File: src/rtl/fbcpu_gen2.sv
// fbcpu_gen2: multicycle accumulator CPU with a ready-handshaked memory port.
// Optional C flag (ADD/SUB/SHL/SHR, JC) enabled by defining FBCPU_GEN2_CARRY_EN.
module fbcpu_gen2 #(
  parameter int ADDRESS_WIDTH = 6,
  parameter int DATA_WIDTH = 10
) (
  input  logic                     clk,
  input  logic                     rst,
  output logic                     mem_req,
  output logic                     mem_we,
  output logic [ADDRESS_WIDTH-1:0] mem_addr,
  output logic [DATA_WIDTH-1:0]    mem_wdata,
  input  logic [DATA_WIDTH-1:0]    mem_rdata,
  input  logic                     mem_ready,
  output logic [ADDRESS_WIDTH-1:0] pc,
  output logic [DATA_WIDTH-1:0]    acc,
  output logic                     halted
);
  localparam int AW = ADDRESS_WIDTH;
  localparam int DW = DATA_WIDTH;
  localparam int OW = DW - AW;
  if (OW < 4) begin : g_bad_width
    $error("opcode field must be at least 4 bits wide");
  end
  typedef enum logic [1:0] {FETCH, DECODE, MEM, HALT} state_t;
  state_t state_q, state_d;
  logic [AW-1:0] pc_q, pc_d;
  logic [DW-1:0] acc_q, ir_q, ir_d, res;
  logic z_q, c_q, wr;
  logic [OW-1:0] op;
  logic [AW-1:0] opd;
  logic is_mem, active;
  assign op = ir_q[DW-1:AW];
  assign opd = ir_q[AW-1:0];
  assign is_mem = op >= OW'(1) && op <= OW'(6);
  // Shared result path: MEM-completed ALU ops and DECODE-time LDI/SHL/SHR
  always_comb begin
    res = op == OW'(1)  ? mem_rdata :
          op == OW'(3)  ? acc_q + mem_rdata :
          op == OW'(4)  ? acc_q - mem_rdata :
          op == OW'(5)  ? acc_q & mem_rdata :
          op == OW'(6)  ? acc_q | mem_rdata :
          op == OW'(10) ? {{OW{1'b0}}, opd} :
          op == OW'(11) ? acc_q << 1 :
          op == OW'(12) ? acc_q >> 1 : acc_q;
    wr = (state_q == MEM && mem_ready && op != OW'(2)) ||
         (state_q == DECODE && op >= OW'(10) && op <= OW'(12));
  end
  always_comb begin
    state_d = state_q;
    pc_d = pc_q;
    ir_d = ir_q;
    case (state_q)
      FETCH: if (mem_ready) begin
        ir_d = mem_rdata;
        pc_d = pc_q + AW'(1);
        state_d = DECODE;
      end
      DECODE: begin
        state_d = is_mem ? MEM : op == OW'(15) ? HALT : FETCH;
        pc_d = (op == OW'(7) || (op == OW'(8) && z_q) || (op == OW'(9) && c_q)) ? opd : pc_q;
      end
      MEM: state_d = mem_ready ? FETCH : MEM;
      default: state_d = HALT;
    endcase
  end
  always_ff @(posedge clk) begin
    if (rst) begin
      state_q <= FETCH;
      pc_q <= '0;
      acc_q <= '0;
      ir_q <= '0;
      z_q <= 1'b0;
    end else begin
      state_q <= state_d;
      pc_q <= pc_d;
      ir_q <= ir_d;
      if (wr) begin
        acc_q <= res;
        z_q <= res == '0;
      end
    end
  end
`ifdef FBCPU_GEN2_CARRY_EN
  logic c_d;
  // ADD carries out exactly when the wrapped sum is below the old ACC
  always_comb
    c_d = (state_q == MEM && mem_ready && op == OW'(3)) ? res < acc_q :
          (state_q == MEM && mem_ready && op == OW'(4)) ? acc_q < mem_rdata :
          (state_q == DECODE && op == OW'(11)) ? acc_q[DW-1] :
          (state_q == DECODE && op == OW'(12)) ? acc_q[0] : c_q;
  always_ff @(posedge clk)
    c_q <= rst ? 1'b0 : c_d;
`else
  assign c_q = 1'b0;
`endif
  assign active = !rst && (state_q == FETCH || state_q == MEM);
  assign mem_req = active;
  assign mem_addr = !active ? '0 : state_q == FETCH ? pc_q : opd;
  assign mem_we = active && state_q == MEM && op == OW'(2);
  assign mem_wdata = mem_we ? acc_q : '0;
  assign pc = pc_q;
  assign acc = acc_q;
  assign halted = !rst && state_q == HALT;
endmodule

File: config.mk
export PLATFORM = sky130hd
export DESIGN_NAME = fbcpu_gen2
export DESIGN_NICKNAME = d
export VERILOG_FILES = /design/src/rtl/fbcpu_gen2.sv
export SDC_FILE = /design/constraint.sdc
export NUM_CORES = 1
export LEC_CHECK = 0
export CAP_MARGIN = 15
export CORE_AREA = 2 2 89 91
export CTS_BUF_LIST = sky130_fd_sc_hd__clkbuf_8 sky130_fd_sc_hd__clkbuf_16
export CTS_CLUSTER_DIAMETER = 50
export DETAILED_ROUTE_END_ITERATION = 7
export DIE_AREA = 0 0 91 93
export PLACE_DENSITY = 0.74
export SLEW_MARGIN = 30
export SYNTH_ARGS = -nofsm -noshare
export SYNTH_HDL_FRONTEND = slang
export SYNTH_SLANG_ARGS = --single-unit
File: constraint.sdc
create_clock -name clk -period 2.5 [get_ports clk]
set_clock_uncertainty 0.2 [all_clocks]
set_input_delay 0.625 -clock clk [delete_from_list [all_inputs] [get_ports clk]]
set_output_delay 0.625 -clock clk [all_outputs]
set_load 0.02 [all_outputs]
==> results.sh <==
export IMPL_first_global_vias=4264
export IMPL_finalCoreUtilization_pct=71.2
export IMPL_violations="setup timing"
export IMPL_detail_route_iter0_violations=373
export IMPL_clk_root_buffer_cell="sky130_fd_sc_hd__clkbuf_8"
export IMPL_sequential_cell_area_um2=587
export IMPL_n_antenna_cell=0
export IMPL_max_cap_violations=0
export IMPL_yosysWarnings=0
export IMPL_status="finished, violations left"
export IMPL_antenna_found_initial=0
export IMPL_postSynth_asyncResetShare_pct=0
export IMPL_count_of_state_elements_after_synthesis=29
export IMPL_path_clk_slew_ns=0.08
export IMPL_vias_per_cell=6.23
export IMPL_critical_setup_path_class="input port to flop"
export IMPL_dominantRegCellSynth="sky130_fd_sc_hd__dfxtp_1"
export IMPL_synth_cell_area_um2=3620
export IMPL_detail_route_first_pass_iterations=6
export IMPL_setup_worst_path_end="z_q"
export IMPL_worst_r2r_setup_slack_ns=-0.15
export IMPL_tritoncts="yes"
export IMPL_multiInputGateArea_um2=3030
export IMPL_min_period_over_period_pct=108
export IMPL_grt_ovfl_total=0
export IMPL_worst_path_dominant_cell_family="compound AO/OA/AOI/OAI gates"
export IMPL_routed_wl_per_cell_um=19.5
export IMPL_startpoint="mem_rdata[0]"
export IMPL_synthesis_instances=485
export IMPL_numCtsBuffers=5
export IMPL_share_of_cells_above_drive_strength_1_pct=35.2
export IMPL_die_y_um=93
export IMPL_fp_row_count=32
export IMPL_grt_first_pass_wirelength_mm=22.0
export IMPL_setup_total_negative_slack_ns=-0.778
export IMPL_timing_critical_path_arrival_ns=2.74
export IMPL_core_um2=7530
export IMPL_final_nets=660
export IMPL_hold_class="flop to flop"
export IMPL_grt_setup_unrepaired="yes"
export IMPL_gp_congestion=1.01
export IMPL_die_x_um=91
export IMPL_place_port_buffers=47
export IMPL_seq_area_frac_synth_pct=16.1
export IMPL_worst_r2r_path_depth=11
export IMPL_fp_dieArea_um2=8460
export IMPL_timing_critical_path_cells="buf_6 > buf_6 > ha_4 > fa_2 > a21oi_4 > buf_4 > o21bai_1 > a221oi_1 > a21oi_1 > a221o_1 > nand4b_1 > o21ai_1"
export IMPL_timing_worst_slew_pin_value_ns=0.579
export IMPL_initial_utilization_pct=48.0
export IMPL_post_route_drc_count=0
export IMPL_report_final_slew_viol_count=0
export IMPL_route_vias_total=4474
export IMPL_dp_final_hpwl_mm=9.80
export IMPL_mappedNetlistNets=530
export IMPL_final_setup_violation_count=7
export IMPL_critical_path_peak_fanout=2
export IMPL_whs_ns=0.291
export IMPL_nFillCells=627
export IMPL_cp_end_kind="flop"
export IMPL_required_ns=2.53
export IMPL_cts_buffer_depth=2
export IMPL_avgSynthCellArea_um2=7.46
export IMPL_report_final_hold_viol_count=0
export IMPL_post_synth_num_cell_types=75
export IMPL_design_portCount=48
export IMPL_final_antenna_net_count=0
export IMPL_wl_mm=14.0
export IMPL_number_of_clock_sinks_seen_by_cts=29
export IMPL_worst_skew_pair_late_latency_ns=0.30
export IMPL_cellPowerDensity_nw_per_um2=304
export IMPL_critPathSlowestCell="sky130_fd_sc_hd__fa_2"
export IMPL_r2r_start="acc[0]"
export IMPL_total_leakage_power_nw=2.30
export IMPL_ir_drop_uv=274
export IMPL_grt_start_max_net_pins=41
export IMPL_rr_endpoint="z_q"
export IMPL_grt_util_all_layers_pct=32.3
export IMPL_crit_path_max_incr_delay_ns=0.37
export IMPL_start_kind="input port"
export IMPL_post_route_worst_setup_slack_ns=-0.206
export IMPL_timing_critical_path_buf_inv=3
export IMPL_fmaxAchievable_mhz=369
export IMPL_period_minus_slack_ns=2.71
export IMPL_synth_edf_count=0
export IMPL_htreeDepth=2
export IMPL_cp_depth=12
export IMPL_worst_path_most_repeated_cell="sky130_fd_sc_hd__buf_6"
export IMPL_synth_to_final_area_change_pct=48.3
export IMPL_slew_limit_headroom_pct=61.2
-- kinds of logic (layout without fill, tap and decap cells) --
kind of cell | Yosys count | in the layout | share of synthesized area, %
xor+xnor | 9 | 9 | 2.18
flops | 29 | 29 | 16.1
mux | 19 | 19 | 5.33
compound gates | 164 | 164 | 31.7
buf+inv | 69 | 200 | 10.4
fa+ha+maj | 32 | 32 | 11.5
simple gates | 163 | 163 | 22.9
-- power by group --
part | internal [mW] | leakage, nW | switching, mW
registers | 0.482 | 0.239 | 0.0243
clock network | 0.192 | 0.0439 | 0.226
logic | 0.318 | 2.01 | 0.386
total | 0.992 | 2.30 | 0.636
-- worst min-delay path by stage --
stage | start | end | depth (start not counted)
after detailed placement | z_q | z_q | 2
final | z_q | z_q | 2
after global placement | z_q | z_q | 2
after global routing | z_q | z_q | 2
after CTS | z_q | z_q | 2
after floorplan | z_q | z_q | 2
-- metrics by stage --
step	std cells	total power, mW	setup WS, ns	area, um2
finish	718	1.63	-0.206	5360
detailed placement	702	1.15	-0.925	4950
global placement	702	1.14	-0.888	4950
global route	718	1.69	-0.300	5360
CTS	717	1.59	-0.176	5250
floorplan	485	0.900	-0.124	3740
-- placed cells by master, fill, tap and decap left out, types with 4 or more instances in the layout --
| cell | count |
|---|---|
| sky130_fd_sc_hd__nor2b_1 | 9 |
| sky130_fd_sc_hd__o32ai_1 | 4 |
| sky130_fd_sc_hd__nor4_4 | 5 |
| sky130_fd_sc_hd__ha_4 | 8 |
| sky130_fd_sc_hd__a221oi_2 | 4 |
| sky130_fd_sc_hd__a22o_1 | 4 |
| sky130_fd_sc_hd__clkdlybuf4s50_1 | 20 |
| sky130_fd_sc_hd__a21oi_1 | 29 |
| sky130_fd_sc_hd__mux2i_1 | 17 |
| sky130_fd_sc_hd__nor2_1 | 60 |
| sky130_fd_sc_hd__dfxtp_1 | 24 |
| sky130_fd_sc_hd__clkbuf_8 | 5 |
| sky130_fd_sc_hd__buf_4 | 105 |
| sky130_fd_sc_hd__nor4_2 | 4 |
| sky130_fd_sc_hd__nor3_1 | 8 |
| sky130_fd_sc_hd__nand3_1 | 8 |
| sky130_fd_sc_hd__buf_2 | 8 |
| sky130_fd_sc_hd__xnor2_1 | 7 |
| sky130_fd_sc_hd__ha_1 | 20 |
| sky130_fd_sc_hd__inv_2 | 4 |
| sky130_fd_sc_hd__nand2_1 | 23 |
| sky130_fd_sc_hd__o21ai_0 | 25 |
| sky130_fd_sc_hd__o211ai_1 | 4 |
| sky130_fd_sc_hd__dfxtp_2 | 5 |
| sky130_fd_sc_hd__buf_12 | 6 |
| sky130_fd_sc_hd__o21bai_1 | 4 |
| sky130_fd_sc_hd__a211oi_1 | 6 |
| sky130_fd_sc_hd__o21ai_1 | 6 |
| sky130_fd_sc_hd__o22ai_1 | 12 |
| sky130_fd_sc_hd__buf_6 | 9 |
| sky130_fd_sc_hd__o221ai_1 | 4 |
| sky130_fd_sc_hd__dlygate4sd2_1 | 4 |
| sky130_fd_sc_hd__a21o_1 | 4 |
| sky130_fd_sc_hd__a22oi_1 | 13 |
| sky130_fd_sc_hd__inv_1 | 24 |
| sky130_fd_sc_hd__nand2b_1 | 9 |
-- synthesized netlist by cell type, drive strengths merged (4+ instances only) --
| master | n | area (um2) |
|---|---|---|
| o221ai | 5 | 43.8 |
| nor3 | 11 | 55.1 |
| a21oi | 33 | 173 |
| a22o | 4 | 35.0 |
| inv | 31 | 116 |
| o21ai | 32 | 160 |
| a221oi | 7 | 61.3 |
| xnor2 | 7 | 61.3 |
| ha | 30 | 375 |
| nand2b | 10 | 70.1 |
| mux2i | 17 | 170 |
| o22ai | 15 | 106 |
| o21bai | 6 | 45.0 |
| nand3 | 8 | 40.0 |
| nor2 | 63 | 241 |
| nand2 | 26 | 103 |
| o32ai | 4 | 35.0 |
| a22oi | 14 | 105 |
| clkbuf | 9 | 35.0 |
| a211oi | 8 | 65.1 |
| and3 | 4 | 30.0 |
| dfxtp | 29 | 581 |
| nor2b | 10 | 65.1 |
| a21o | 4 | 30.0 |
| o211ai | 4 | 30.0 |
| nor4 | 12 | 75.1 |
| buf | 29 | 225 |
-- what timing repair did --
item,in CTS,in global routing
gates resized for setup,148,22
hold buffers,0,0
setup endpoints to repair,30,15
pin swaps,33,16
buffers inserted,9,1
endpoints found under the hold margin,0,0
-- worst reg2reg max path, stage by stage, from the launching register on --
cell and delay [ns]:
sky130_fd_sc_hd__dfxtp_2 0.32, sky130_fd_sc_hd__buf_4 0.15, sky130_fd_sc_hd__ha_4 0.17, sky130_fd_sc_hd__fa_2 0.37
sky130_fd_sc_hd__a21oi_4 0.20, sky130_fd_sc_hd__buf_4 0.14, sky130_fd_sc_hd__o21bai_1 0.07, sky130_fd_sc_hd__a221oi_1 0.27
sky130_fd_sc_hd__a21oi_1 0.09, sky130_fd_sc_hd__a221o_1 0.31, sky130_fd_sc_hd__nand4b_1 0.20, sky130_fd_sc_hd__o21ai_1 0.13
-- layer usage --
layer / global-route usage, % / part of all wire (%) / vias up
li1: - / - / 2056
met1: 41.9 / 40 / 2063
met2: 54.6 / 48 / 291
met3: 4.27 / 7.9 / 64
met4: 12.4 / 4.3 / 0
met5: 0 / 0 / -
-- registers in the layout, summed over array words and instances, names as in the netlist --
signal,flops
acc,10
ir_q,10
pc,6
state_q,2
z_q,1
-- final cells by class --
class                      count  share of cell area, %
inverter                      31                   2.54
tap                          102                   2.38
multi-input combinational    387                   56.5
clock buffer                   5                   1.28
sequential                    29                   10.9
clock inverter                 3                  0.327
timing repair buffer         161                   26.0
(Power assumes the default switching activity.)
==> edit (same flow settings) <==
Build with the macro `FBCPU_GEN2_CARRY_EN` defined.
--- a/src/rtl/fbcpu_gen2.sv
+++ b/src/rtl/fbcpu_gen2.sv
@@ -1,5 +1,7 @@
 // fbcpu_gen2: multicycle accumulator CPU with a ready-handshaked memory port.
 // Optional C flag (ADD/SUB/SHL/SHR, JC) enabled by defining FBCPU_GEN2_CARRY_EN.
+`define FBCPU_GEN2_CARRY_EN
+
 module fbcpu_gen2 #(
   parameter int ADDRESS_WIDTH = 6,
   parameter int DATA_WIDTH = 10
Behaviour: not the same (a bounded check fails within 10 cycles, from zero or initial values and one cycle with rst high).
==> edit against the original RTL <==
The run now fails in 5_1_grt. Synthesized area rose by 7.5%.
==> edit: results (changes against the original RTL) <==
## Run status
• **first error in the log** [ERROR GRT-0232] Routing congestion too high. Check the congestion heatmap in the GUI.
• **run status** did not finish, was finished, violations left
• **last stage the flow got to** 5_1_grt

## Global route
• **Total GRT Usage** 76.8%
• **total overflow reported by the global router** 1
• **antenna violations before repair** 3
• **pin count of the biggest net entering global routing** 21

## Synth
• **Net Count, Synth** 594, was 530
• **Ys Warns** 0, unchanged
• **portion of the post-synthesis area used by sequential elements** 15.4%, was 16.1%
• **most instantiated cells after synthesis** nor2_1, a21oi_1, ha_1, was nor2_1, a21oi_1, inv_1
• **share of async-settable or async-resettable flops after synthesis** 0%, unchanged
• **largest cells by area after synthesis** dfxtp_1, ha_1, nor2_1, a21oi_1, mux2i_1, was dfxtp_1, ha_1, nor2_1, mux2i_1, a21oi_1
• **number of library cell types mapped by synthesis** 67, was 75
• **flip-flop and latch count after synthesis** 30, was 29

## STA
• **Worst endpoint type** sequential cell input
• **worst setup endpoint GRT** c_q$_SDFFE_PP0P_/D

## Clocking
• **H-Tree Depth** 2, unchanged
• **Root Buffer Master** clkbuf_8, unchanged
• **number of buffers on the longest clock path** 2, unchanged
• **clock buffers created by TritonCTS** 5, unchanged

## Place
• **final HPWL from detailed placement** 12800 um, was 9800 um
• **final RePlAce weighted congestion** 0.992, was 1.01
• **count of input and output buffers** 47, unchanged

==> edit: metal layers <==
layer,overflow,track usage [%]
met5,0,30.1
met4,1,75.0
met3,0,63.7
met2,0,92.5
met1,0,76.6
==> edit: cell families after synthesis <==
group	after synthesis	share of synthesized area, %
xor gates and xnor gates	10	2.25
muxes	22	5.79
AOI/OAI and AO/OA	181	31.1
DFF	30	15.4
and+or+nand+nor	179	23.2
buffers and inverters	75	8.30
adders and majority gates	42	13.9
==> edit: through the flow <==
| step | area [um^2] | setup WS, ns | std cells | hold slack (ns) |
|---|---|---|---|---|
| after detailed placement | 5700 | -2.34 | 820 | 0.316 |
| after floorplan | 3980 | -1.50 | 539 | 0.273 |
| after CTS | 6610 | -1.52 | 849 | 0.334 |
| after global placement | 5700 | -2.28 | 820 | 0.303 |
==> edit: timing repair <==
item	in CTS
endpoints found under the setup margin	33
buffers inserted	23
resized for setup	267
pin swaps	49
gates cloned	2
endpoints found under the hold margin	0
